File: config.mk
export PLATFORM = sky130hd
export DESIGN_NAME = alu_arbiter
export DESIGN_NICKNAME = d
export VERILOG_FILES = /design/src/rtl/alu_arbiter.sv
export SDC_FILE = /design/constraint.sdc
export NUM_CORES = 1
export LEC_CHECK = 0
export BUFFER_PORTS_ARGS = -buffer_cell sky130_fd_sc_hd__buf_2
export CAP_MARGIN = 40
export CORE_MARGIN = 5
export CORE_UTILIZATION = 44
export DETAILED_ROUTE_END_ITERATION = 6
export PLACE_DENSITY = 0.8
export RECOVER_POWER = 100
export SYNTH_ARGS = -nofsm -noshare
export SYNTH_HDL_FRONTEND = slang
export SYNTH_SLANG_ARGS = --single-unit
File: constraint.sdc
create_clock -name clk -period 2.1 [get_ports clk]
set_input_delay 0.42 -clock clk [delete_from_list [all_inputs] [get_ports clk]]
set_output_delay 0.42 -clock clk [all_outputs]
set_load 0.05 [all_outputs]
File: src/rtl/alu_arbiter.sv
// alu_arbiter
//   Shares one external combinational ALU between two requesters. A request
//   is accepted in IDLE, executed for one cycle in EXEC (the ALU is driven
//   only then), and its result is held on a shared response bus in RESP
//   until the owning requester takes it. Illegal control codes skip EXEC and
//   return an error response.
//
// Ports
//   clk, rst_n                    clock, synchronous active-low reset
//   reqN_valid / reqN_ready       request handshake per requester (N = 0, 1)
//   reqN_a, reqN_b, reqN_gin      operands and ALU control code
//   rspN_valid / rspN_ready       response handshake per requester
//   rsp_sum, rsp_zout, rsp_err    shared result bus (err = illegal code)
//   alu_a, alu_b, alu_gin         drive to the shared ALU (0 outside EXEC)
//   alu_sum, alu_zout             combinational ALU result
module alu_arbiter #(
  parameter int DW        = 32,
  parameter bit FIXED_PRI = 1'b0
) (
  input  logic          clk,
  input  logic          rst_n,
  input  logic          req0_valid,
  output logic          req0_ready,
  input  logic [DW-1:0] req0_a,
  input  logic [DW-1:0] req0_b,
  input  logic [3:0]    req0_gin,
  input  logic          req1_valid,
  output logic          req1_ready,
  input  logic [DW-1:0] req1_a,
  input  logic [DW-1:0] req1_b,
  input  logic [3:0]    req1_gin,
  output logic          rsp0_valid,
  input  logic          rsp0_ready,
  output logic          rsp1_valid,
  input  logic          rsp1_ready,
  output logic [DW-1:0] rsp_sum,
  output logic          rsp_zout,
  output logic          rsp_err,
  output logic [DW-1:0] alu_a,
  output logic [DW-1:0] alu_b,
  output logic [3:0]    alu_gin,
  input  logic [DW-1:0] alu_sum,
  input  logic          alu_zout
);

  typedef enum logic [1:0] {IDLE, EXEC, RESP} state_t;

  state_t        state_q, state_d;
  logic [DW-1:0] a_p0, b_p0;
  logic [3:0]    gin_p0;
  logic          owner_p0;
  logic          last_q;      // requester served most recently
  logic          grant0, grant1;
  logic          accept;
  logic [3:0]    acc_gin;

  function automatic logic gin_legal(input logic [3:0] g);
    case (g)
      4'b0010, 4'b0110, 4'b0111, 4'b0000,
      4'b0001, 4'b1010, 4'b1001, 4'b1000: return 1'b1;
      default:                            return 1'b0;
    endcase
  endfunction

  // Round-robin favours the requester not served last; fixed priority
  // always favours requester 0 on a tie.
  always_comb begin
    grant0 = 1'b0;
    grant1 = 1'b0;
    if (req0_valid && req1_valid) begin
      if (FIXED_PRI || last_q) grant0 = 1'b1;
      else                     grant1 = 1'b1;
    end else begin
      grant0 = req0_valid;
      grant1 = req1_valid;
    end
  end

  // Ready is gated by rst_n so request inputs are ignored during reset.
  assign req0_ready = rst_n && (state_q == IDLE) && grant0;
  assign req1_ready = rst_n && (state_q == IDLE) && grant1;
  assign accept     = req0_ready || req1_ready;
  assign acc_gin    = req1_ready ? req1_gin : req0_gin;

  always_comb begin
    state_d = state_q;
    case (state_q)
      IDLE: if (accept) state_d = gin_legal(acc_gin) ? EXEC : RESP;
      EXEC: state_d = RESP;
      RESP: if (owner_p0 ? rsp1_ready : rsp0_ready) state_d = IDLE;
      default: state_d = IDLE;
    endcase
  end

  always_ff @(posedge clk) begin
    if (!rst_n) state_q <= IDLE;
    else        state_q <= state_d;
  end

  // Accept stage: capture the winning request
  always_ff @(posedge clk) begin
    if (!rst_n) begin
      a_p0     <= '0;
      b_p0     <= '0;
      gin_p0   <= '0;
      owner_p0 <= 1'b0;
      last_q   <= 1'b1;
    end else if (accept) begin
      a_p0     <= req1_ready ? req1_a : req0_a;
      b_p0     <= req1_ready ? req1_b : req0_b;
      gin_p0   <= acc_gin;
      owner_p0 <= req1_ready;
      last_q   <= req1_ready;
    end
  end

  // Response stage: capture the ALU result at the end of EXEC, or an error
  // response directly at accept for an illegal code
  always_ff @(posedge clk) begin
    if (!rst_n) begin
      rsp_sum  <= '0;
      rsp_zout <= 1'b0;
      rsp_err  <= 1'b0;
    end else if (state_q == IDLE && accept && !gin_legal(acc_gin)) begin
      rsp_sum  <= '0;
      rsp_zout <= 1'b0;
      rsp_err  <= 1'b1;
    end else if (state_q == EXEC) begin
      rsp_sum  <= alu_sum;
      rsp_zout <= alu_zout;
      rsp_err  <= 1'b0;
    end
  end

  assign rsp0_valid = (state_q == RESP) && !owner_p0;
  assign rsp1_valid = (state_q == RESP) &&  owner_p0;

  assign alu_a   = (state_q == EXEC) ? a_p0   : '0;
  assign alu_b   = (state_q == EXEC) ? b_p0   : '0;
  assign alu_gin = (state_q == EXEC) ? gin_p0 : '0;

endmodule

==> Yosys cells after proc, flatten, opt, wreduce, memory -nomap -nowiden <==
Memory sizes are Yosys's and may differ from the RTL's.
Cells that the tools add are included.
{ "word_totals": {"output_inout_bits": 106, "inputBits": 175, "ff_bits": 106, "elab_cells": 51, "mem_bits_ro": 32, "mem_count": 2} }
{ "memory_table": {"columns": ["memory", "depth", "word_bits", "read_ports", "rd_clocked_by_memory_dff", "write_ports", "line_no", "rtl"], "rows": [
  ["(no name shown)", 16, 1, 1, 0, 0, "58", "case (g)"],
  ["(no name shown)", 16, 1, 1, 0, 0, "58", null]
]} }
{ "classes": {"n_eq_ne": 4, "bitwise": 1, "reduce_logical": 15, "mux": 20} }
{ "ops": {"columns": ["op", "n"], "rows": [
  ["$mux 32", 4],
  ["$mux 1", 10],
  ["$logic_and 1x1->1", 8],
  ["$mux 4", 2],
  ["$mux 2", 3],
  ["$pmux 2 s3", 1],
  ["$ne 2x2->1 const B", 2],
  ["$eq 2x1->1 const B", 1],
  ["$eq 2x2->1 const B", 1],
  ["$logic_not 1->1", 2],
  ["$logic_not 2->1", 1],
  ["$reduce_and 2->1", 1],
  ["$reduce_bool 2->1", 1],
  ["$reduce_or 2->1", 1],
  ["$logic_or 1x1->1", 1],
  ["$not 1->1", 1]
]} }

==> Logic depth before layout (Yosys ltp) <==
Gate-level depths: netlist of run 1.
An unclocked memory read counts as a cell.
{ "logic_depth": {"word_depth": 10, "depth_mapped": 6, "mapped_depth_nobuf": 4} }

==> Worst setup path before layout of run 1 <==
Ideal clock, no wire load.
{ "synth_path": {"path_type": "register to output", "startpoint": "reg state_q[0]", "endpoint": "out alu_b[25]", "n_path_buf": 3, "t_required_ns": 1.680, "setup_slack_ns": 0.157, "stages_incl_launch_ff": 6, "arrival_ns": 1.523, "cell_sequence": "dfxtp_1 -> nor2b_1 -> clkbuf_1 -> buf_2 -> clkbuf_1 -> and2_1"} }
{ "synth_between": {"elab_chain_len": 2} }
{ "synth_lines": {"columns": ["item", "line_no", "rtl"], "rows": [
  ["start, declared", "48", "state_t state_q, state_d;"],
  ["start signal, assigned", "97", "else state_q <= state_d;"],
  ["$eq 2x1->1", "139", "assign alu_b = (state_q == EXEC) ? b_p0 : '0;"],
  ["$mux 32", "139", null],
  ["end, declared", "40", "output logic [DW-1:0] alu_b,"]
]} }
Every way passes these cells.

==> Final worst setup path of run 1 <==
{ "layout_path": {"startpoint": "reg state_q[0]", "endpoint": "out alu_a[24]"} }
{ "layout_between": {"elab_chain_len": 2} }
{ "layout_lines": {"columns": ["item", "line_no", "rtl"], "rows": [
  ["$eq 2x1->1", "138", "assign alu_a = (state_q == EXEC) ? a_p0 : '0;"],
  ["$mux 32", "138", null],
  ["end, declared", "39", "output logic [DW-1:0] alu_a,"]
]} }
Every way passes these cells.

==> results of run 1 <==
-- stage by stage --
| stage | cell area, sq um | setup WS (ps) |
|---|---|---|
| 6_report | 6820 | 77.9 |
| 5_1_grt | 6810 | -1.19 |
| 4_1_cts | 6840 | 0.0920 |
| 3_5_place_dp | 6440 | 220 |
| 3_3_place_gp | 6440 | 228 |
| 2_1_floorplan | 4910 | 157 |
-- flip-flops by register name, indices dropped and copies added, names as in the netlist --
name      flops
owner_p0      1
a_p0         32
last_q        1
state_q       2
gin_p0        4
rsp_zout      1
rsp_sum      32
b_p0         32
rsp_err       1
-- power breakdown --
| part | internal, mW | switching (mW) |
|---|---|---|
| Combinational | 0.504 | 0.812 |
| Clock | 0.858 | 0.675 |
| Sequential | 2.22 | 0.102 |
-- per-layer routing --
| metal | wire [um] | global-route usage (%) |
|---|---|---|
| met1 | 5740 | 24.0 |
| met2 | 7790 | 39.4 |
| met3 | 1280 | 6.06 |
| met4 | 336 | 8.28 |
| met5 | 0 | 0 |
-- layout make-up --
type                            instances  area [sq um]
Timing Repair Buffer                  293          1660
Fill cell                             910          4070
Clock inverter                          4          97.6
Inverter                                2          7.51
Multi-Input combinational cell        370          2590
Sequential cell                       106          2130
Tap cell                              140           175
Antenna cell                            1          2.50
Clock buffer                           12           155
-- cells in the mapped netlist --
cell type  count  area [sq um]
a221o_1        1          10.0
nor2b_1        3          18.8
o21a_1         1          7.51
a21boi_1       1          7.51
o21ai_0       63           315
nand2_1        4          15.0
nor2_1         3          11.3
nor3b_1       33           248
buf_4          1          7.51
nand4b_1       1          8.76
nor3b_4        1          18.8
o21ai_1        9          45.0
a21oi_1       70           350
nand2b_1       2          12.5
inv_1          2          7.51
dfxtp_1      106          2120
and2_1        70           438
nand3b_1       1          7.51
a211oi_1       1          7.51
a21oi_2        1          8.76
and3_1         2          12.5
clkbuf_1      24          90.1
o311ai_0       1          8.76
buf_2         23           115
o22ai_1        1          6.26
mux2i_1      101          1010
-- kinds of logic after synthesis --
logic type | after synthesis
muxes | 101
and+or+nand+nor | 120
buffers and inverters | 50
AOI/OAI and AO/OA | 149
DFF | 106
-- final timing paths --
check | from | end | slack (ps) | cells past startpoint
hold reg to reg | rsp_err$_SDFFE_PN0P_ | rsp_err$_SDFFE_PN0P_ | 490 | 2
setup / recovery | state_q[0]$_SDFFE_PN0P_ | alu_a[24] | 80 | 5
hold / removal | req1_a[24] | a_p0[24]$_SDFFE_PN0P_ | 330 | 3
setup reg to reg | state_q[0]$_SDFFE_PN0P_ | owner_p0$_SDFFE_PN0P_ | 140 | 5
-- critical path, stage by stage (launching register included) --
cell	delay [ps]
dfxtp_4	390
nor2b_4	180
buf_4	130
buf_12	150
and2_1	140
clkbuf_4	230
-- repair_timing --
action | in CTS | in global routing
endpoints found under the setup margin | 69 | 64
hold buffers | 0 | 0
cloned | 2 | 0
pin swaps | 0 | 1
resized for setup | 30 | 21
setup buffers | 2 | 0
==> metrics.txt, run 1 <==
Sinks on Clock Net 106; status complete, no violations; Final setup violation count 0; nets@finish 957; crit path time final 2020 ps; clock root buffer clkbuf_8; highest clock rate 495 MHz; Clock Tree Buf Depth 2; Ys Warns 0; mux share of post-synthesis cell area 20.6%; commonest non-fill, non-tap cell in the layout buf_2; Rows 38; Seq cells post-synth 106; adder-cell share of the synthesized area 0%; Non-Filler Instances 928; Crit path arrival time 1600 ps; Die X 116 um; GP Congestion 0.780; Worst Clk Skew 11.3 ps; Power Dens Cells 759 mW/mm^2; Fin. Hold Viols 0; DRC 0; Starting Density 45.1%; vias in the first global route 4,737; crit path max fanout 28; Final Slew Violations 0; largest net degree at the start of global routing 106; Netlist Area Pre-Place 0.00491 sq mm; via count 4,748; core footprint 0.0109 sq mm; peak supply drop 0.415 mV; Syn Nets 701; Worst slew margin 54.8%; Antenna Violating Nets Remaining 0; Total Routed Length 15.1 mm; drt pass-1 iters 4; Num CTS Buffers 9; GRT Util Overall 21.7%; Seq/Total Area, Yosys 43.2%; clock slew at reported path FFs 100 ps; Hold Worst Slack 332 ps; Static Leak 3.42 nW; Synth Area in Compound Gates 15.6%; layout cells sized above 1 35.7%; Synth-to-Final Area Change 38.8%; class of the most critical setup path flip-flop to output pin; total power 5.17 mW; drt via density 5.12; total global routing overflow 0; dpl cells 907; area share of and/or/nand/nor cells after synthesis 16.1%; commonest cells after routing, fill and taps aside buf_2, dfxtp_1, mux2i_1; Mapped Cells 526; Post-DP HPWL 10.9 mm; Syn Area/Cell 9.34 sq um; first-pass GRT wire length 23.0 mm; I/O Pins 281; worst min-delay path category input port to flip-flop; Core Util, Final 62.6%; Starting DRT DRC Count 234; Cell variety after synth 26; unrepaired setup endpoints after global routing yes; Worst Setup End Kind output pin; Worst Tran Pin Value 678 ps; # Max-Cap Violations 0; initial antenna violation count 0; DR WL/cell 16.3 um; number of port buffers 280; H-tree depth 3; Critical Path Start Type flip-flop; crit share post-route 96.3%; Req. time, crit path 1680 ps; total negative slack 0 ps; Die H 116 um; Die ar. 0.0134 sq mm; Clock Latency Late Sink 370 ps; main combinational cell family by area after synthesis multiplexers; post-synthesis xor/xnor area fraction 0%; CTS tree yes
(Power assumes the default switching activity.)
==> run 2: changes to the inputs <==
--- a/config.mk
+++ b/config.mk
@@ -10,6 +10,7 @@
 export CORE_MARGIN = 5
 export CORE_UTILIZATION = 44
 export DETAILED_ROUTE_END_ITERATION = 6
+export MAX_ROUTING_LAYER = met4
 export PLACE_DENSITY = 0.8
 export RECOVER_POWER = 100
 export SYNTH_ARGS = -nofsm -noshare
==> run 2 against run 1 <==
Clock skew up 1.0 ps. Design area about the same. Worst hold slack got worse by 4.5 ps. Largest cell class unchanged. Sequential share of layout area about the same. Highest routed layer unchanged. Clock power is essentially flat. Largest power group unchanged. Core utilization barely moved. Critical path depth stayed put.
==> metrics.txt, run 2 (synthesized netlist as in run 1, its figures left out) <==
number of port buffers 280; Num CTS Buffers 9; total power 5.17 mW; commonest non-fill, non-tap cell in the layout buf_2; class of the most critical setup path flip-flop to output pin; Pint 3.58 mW; crit path max fanout 28; Starting Density 45.1%; met2 routed WL 7.82 mm; nets@finish 957; post-route cell area 0.00681 sq mm; Post-DP HPWL 10.9 mm; Worst Tran Pin Value 678 ps; total global routing overflow 0; worst min-delay path category input port to flip-flop; crit path time final 2020 ps; Logic pwr share 25.4%; switch share 30.8%; R2R cell count 5; Static Leak 3.40 nW; via count 4,768; GRT Util Overall 22.4%; Critical Path Start Type flip-flop; hold path start req1_a[24]; length of routed wiring on met1 5.83 mm; GP Congestion 0.791; crit share post-route 96.4%; clock root buffer clkbuf_8; Final setup violation count 0; Synth-to-Final Area Change 38.8%; Rows 38; worst hold path endpoint a_p0[24]$_SDFFE_PN0P_; Core Util, Final 62.6%; Clock Latency Late Sink 370 ps; Hold Worst Slack 328 ps; Clock Tree Buf Depth 2; Die ar. 0.0134 sq mm; H-tree depth 3; Min-Delay Path Depth 3; Fillers 911; Crit path arrival time 1600 ps; Worst Clk Skew 12.3 ps; Sinks on Clock Net 106; status complete, no violations; Sequential Power Share 44.9%; part of the power in the clock network 29.7%; Worst slew margin 54.8%; drt via density 5.14; DR WL/cell 16.4 um; I/O Pins 281; Worst Setup End Kind output pin; Starting DRT DRC Count 232; largest net degree at the start of global routing 106; unrepaired setup endpoints after global routing no; Power Dens Cells 759 mW/mm^2; commonest cells after routing, fill and taps aside buf_2, dfxtp_1, mux2i_1; area post-placement 0.00644 sq mm; Antenna Violating Nets Remaining 0; Die X 116 um; first-pass GRT wire length 23.0 mm; Final Slew Violations 0; initial antenna violation count 0; switching power 1.59 mW; met3 WL post-DR 1.23 mm; vias in the first global route 4,752; CTS tree yes; drt pass-1 iters 4; peak supply drop 0.416 mV; DRC 0; core footprint 0.0109 sq mm; layout cells sized above 1 35.7%; worst reg2reg endpoint owner_p0$_SDFFE_PN0P_; # Max-Cap Violations 0; clock slew at reported path FFs 100 ps; Worst R2R Setup Slack 140 ps; Total Routed Length 15.2 mm; top sig layer met4; total negative slack 0 ps; RR Startpoint state_q[0]$_SDFFE_PN0P_; Req. time, crit path 1680 ps; Fin. Hold Viols 0; highest clock rate 494 MHz; Top Registers a_p0: 32 flops, b_p0: 32 flops, rsp_sum: 32 flops; Die H 116 um
run 2: power groups by stage:
stage	clock, mW	combinational, mW	sequential [mW]
floorplan	0	0.769	2.46
global placement	0	1.25	2.36
detailed placement	0	1.29	2.37
CTS	1.57	1.35	2.32
global route	1.66	1.43	2.35
finish	1.54	1.31	2.32
run 2: cell type report:
| type | instances | area (sq um) | share of cell area, % |
|---|---|---|---|
| diodes | 1 | 2.50 | 0.0367 |
| clock buffers | 12 | 155 | 2.28 |
| clock inverters | 4 | 97.6 | 1.43 |
| inverters | 2 | 7.51 | 0.110 |
| multi-input cells | 370 | 2590 | 38.0 |
| flip-flops and latches | 106 | 2130 | 31.2 |
| well taps | 140 | 175 | 2.57 |
| repair buffers | 293 | 1660 | 24.3 |
run 2: timing repair:
item | 4_1_cts | 5_1_grt
pin swaps | 0 | 1
hold buffers | 0 | 0
setup buffers | 2 | 0
cloned | 2 | 0
endpoints found under the setup margin | 69 | 63
gates resized for setup | 30 | 20
run 2: per-layer routing:
metal,up-vias,global-route usage (%)
met5,-,-
met4,0,8.58
met3,25,4.65
met2,194,39.5
met1,2188,24.8
li1,2361,-
run 2: through the flow:
step | worst slack [ps] | instances
6_report | 75.4 | 928
5_1_grt | 0.578 | 927
3_3_place_gp | 228 | 907
4_1_cts | 0.0920 | 927
2_1_floorplan | 157 | 526
3_5_place_dp | 220 | 907
run 2: worst max path at each step:
stage | from | to | slack [ps] | depth (start not counted)
floorplan | state_q[0]$_SDFFE_PN0P_ | alu_b[25] | 160 | 5
finish | state_q[0]$_SDFFE_PN0P_ | alu_a[19] | 80 | 5
detailed placement | rst_n | b_p0[17]$_SDFFE_PN0P_ | 220 | 6
global placement | state_q[0]$_SDFFE_PN0P_ | alu_gin[0] | 230 | 4
global route | state_q[0]$_SDFFE_PN0P_ | alu_a[1] | 0.6 | 4
CTS | state_q[0]$_SDFFE_PN0P_ | alu_gin[3] | 0.09 | 5
run 2: critical path, stage by stage (launching register included):
cell and delay [ps]:
dfxtp_4 390, nor2b_4 180, buf_4 130, buf_12 160, and2_1 140, clkbuf_4 230
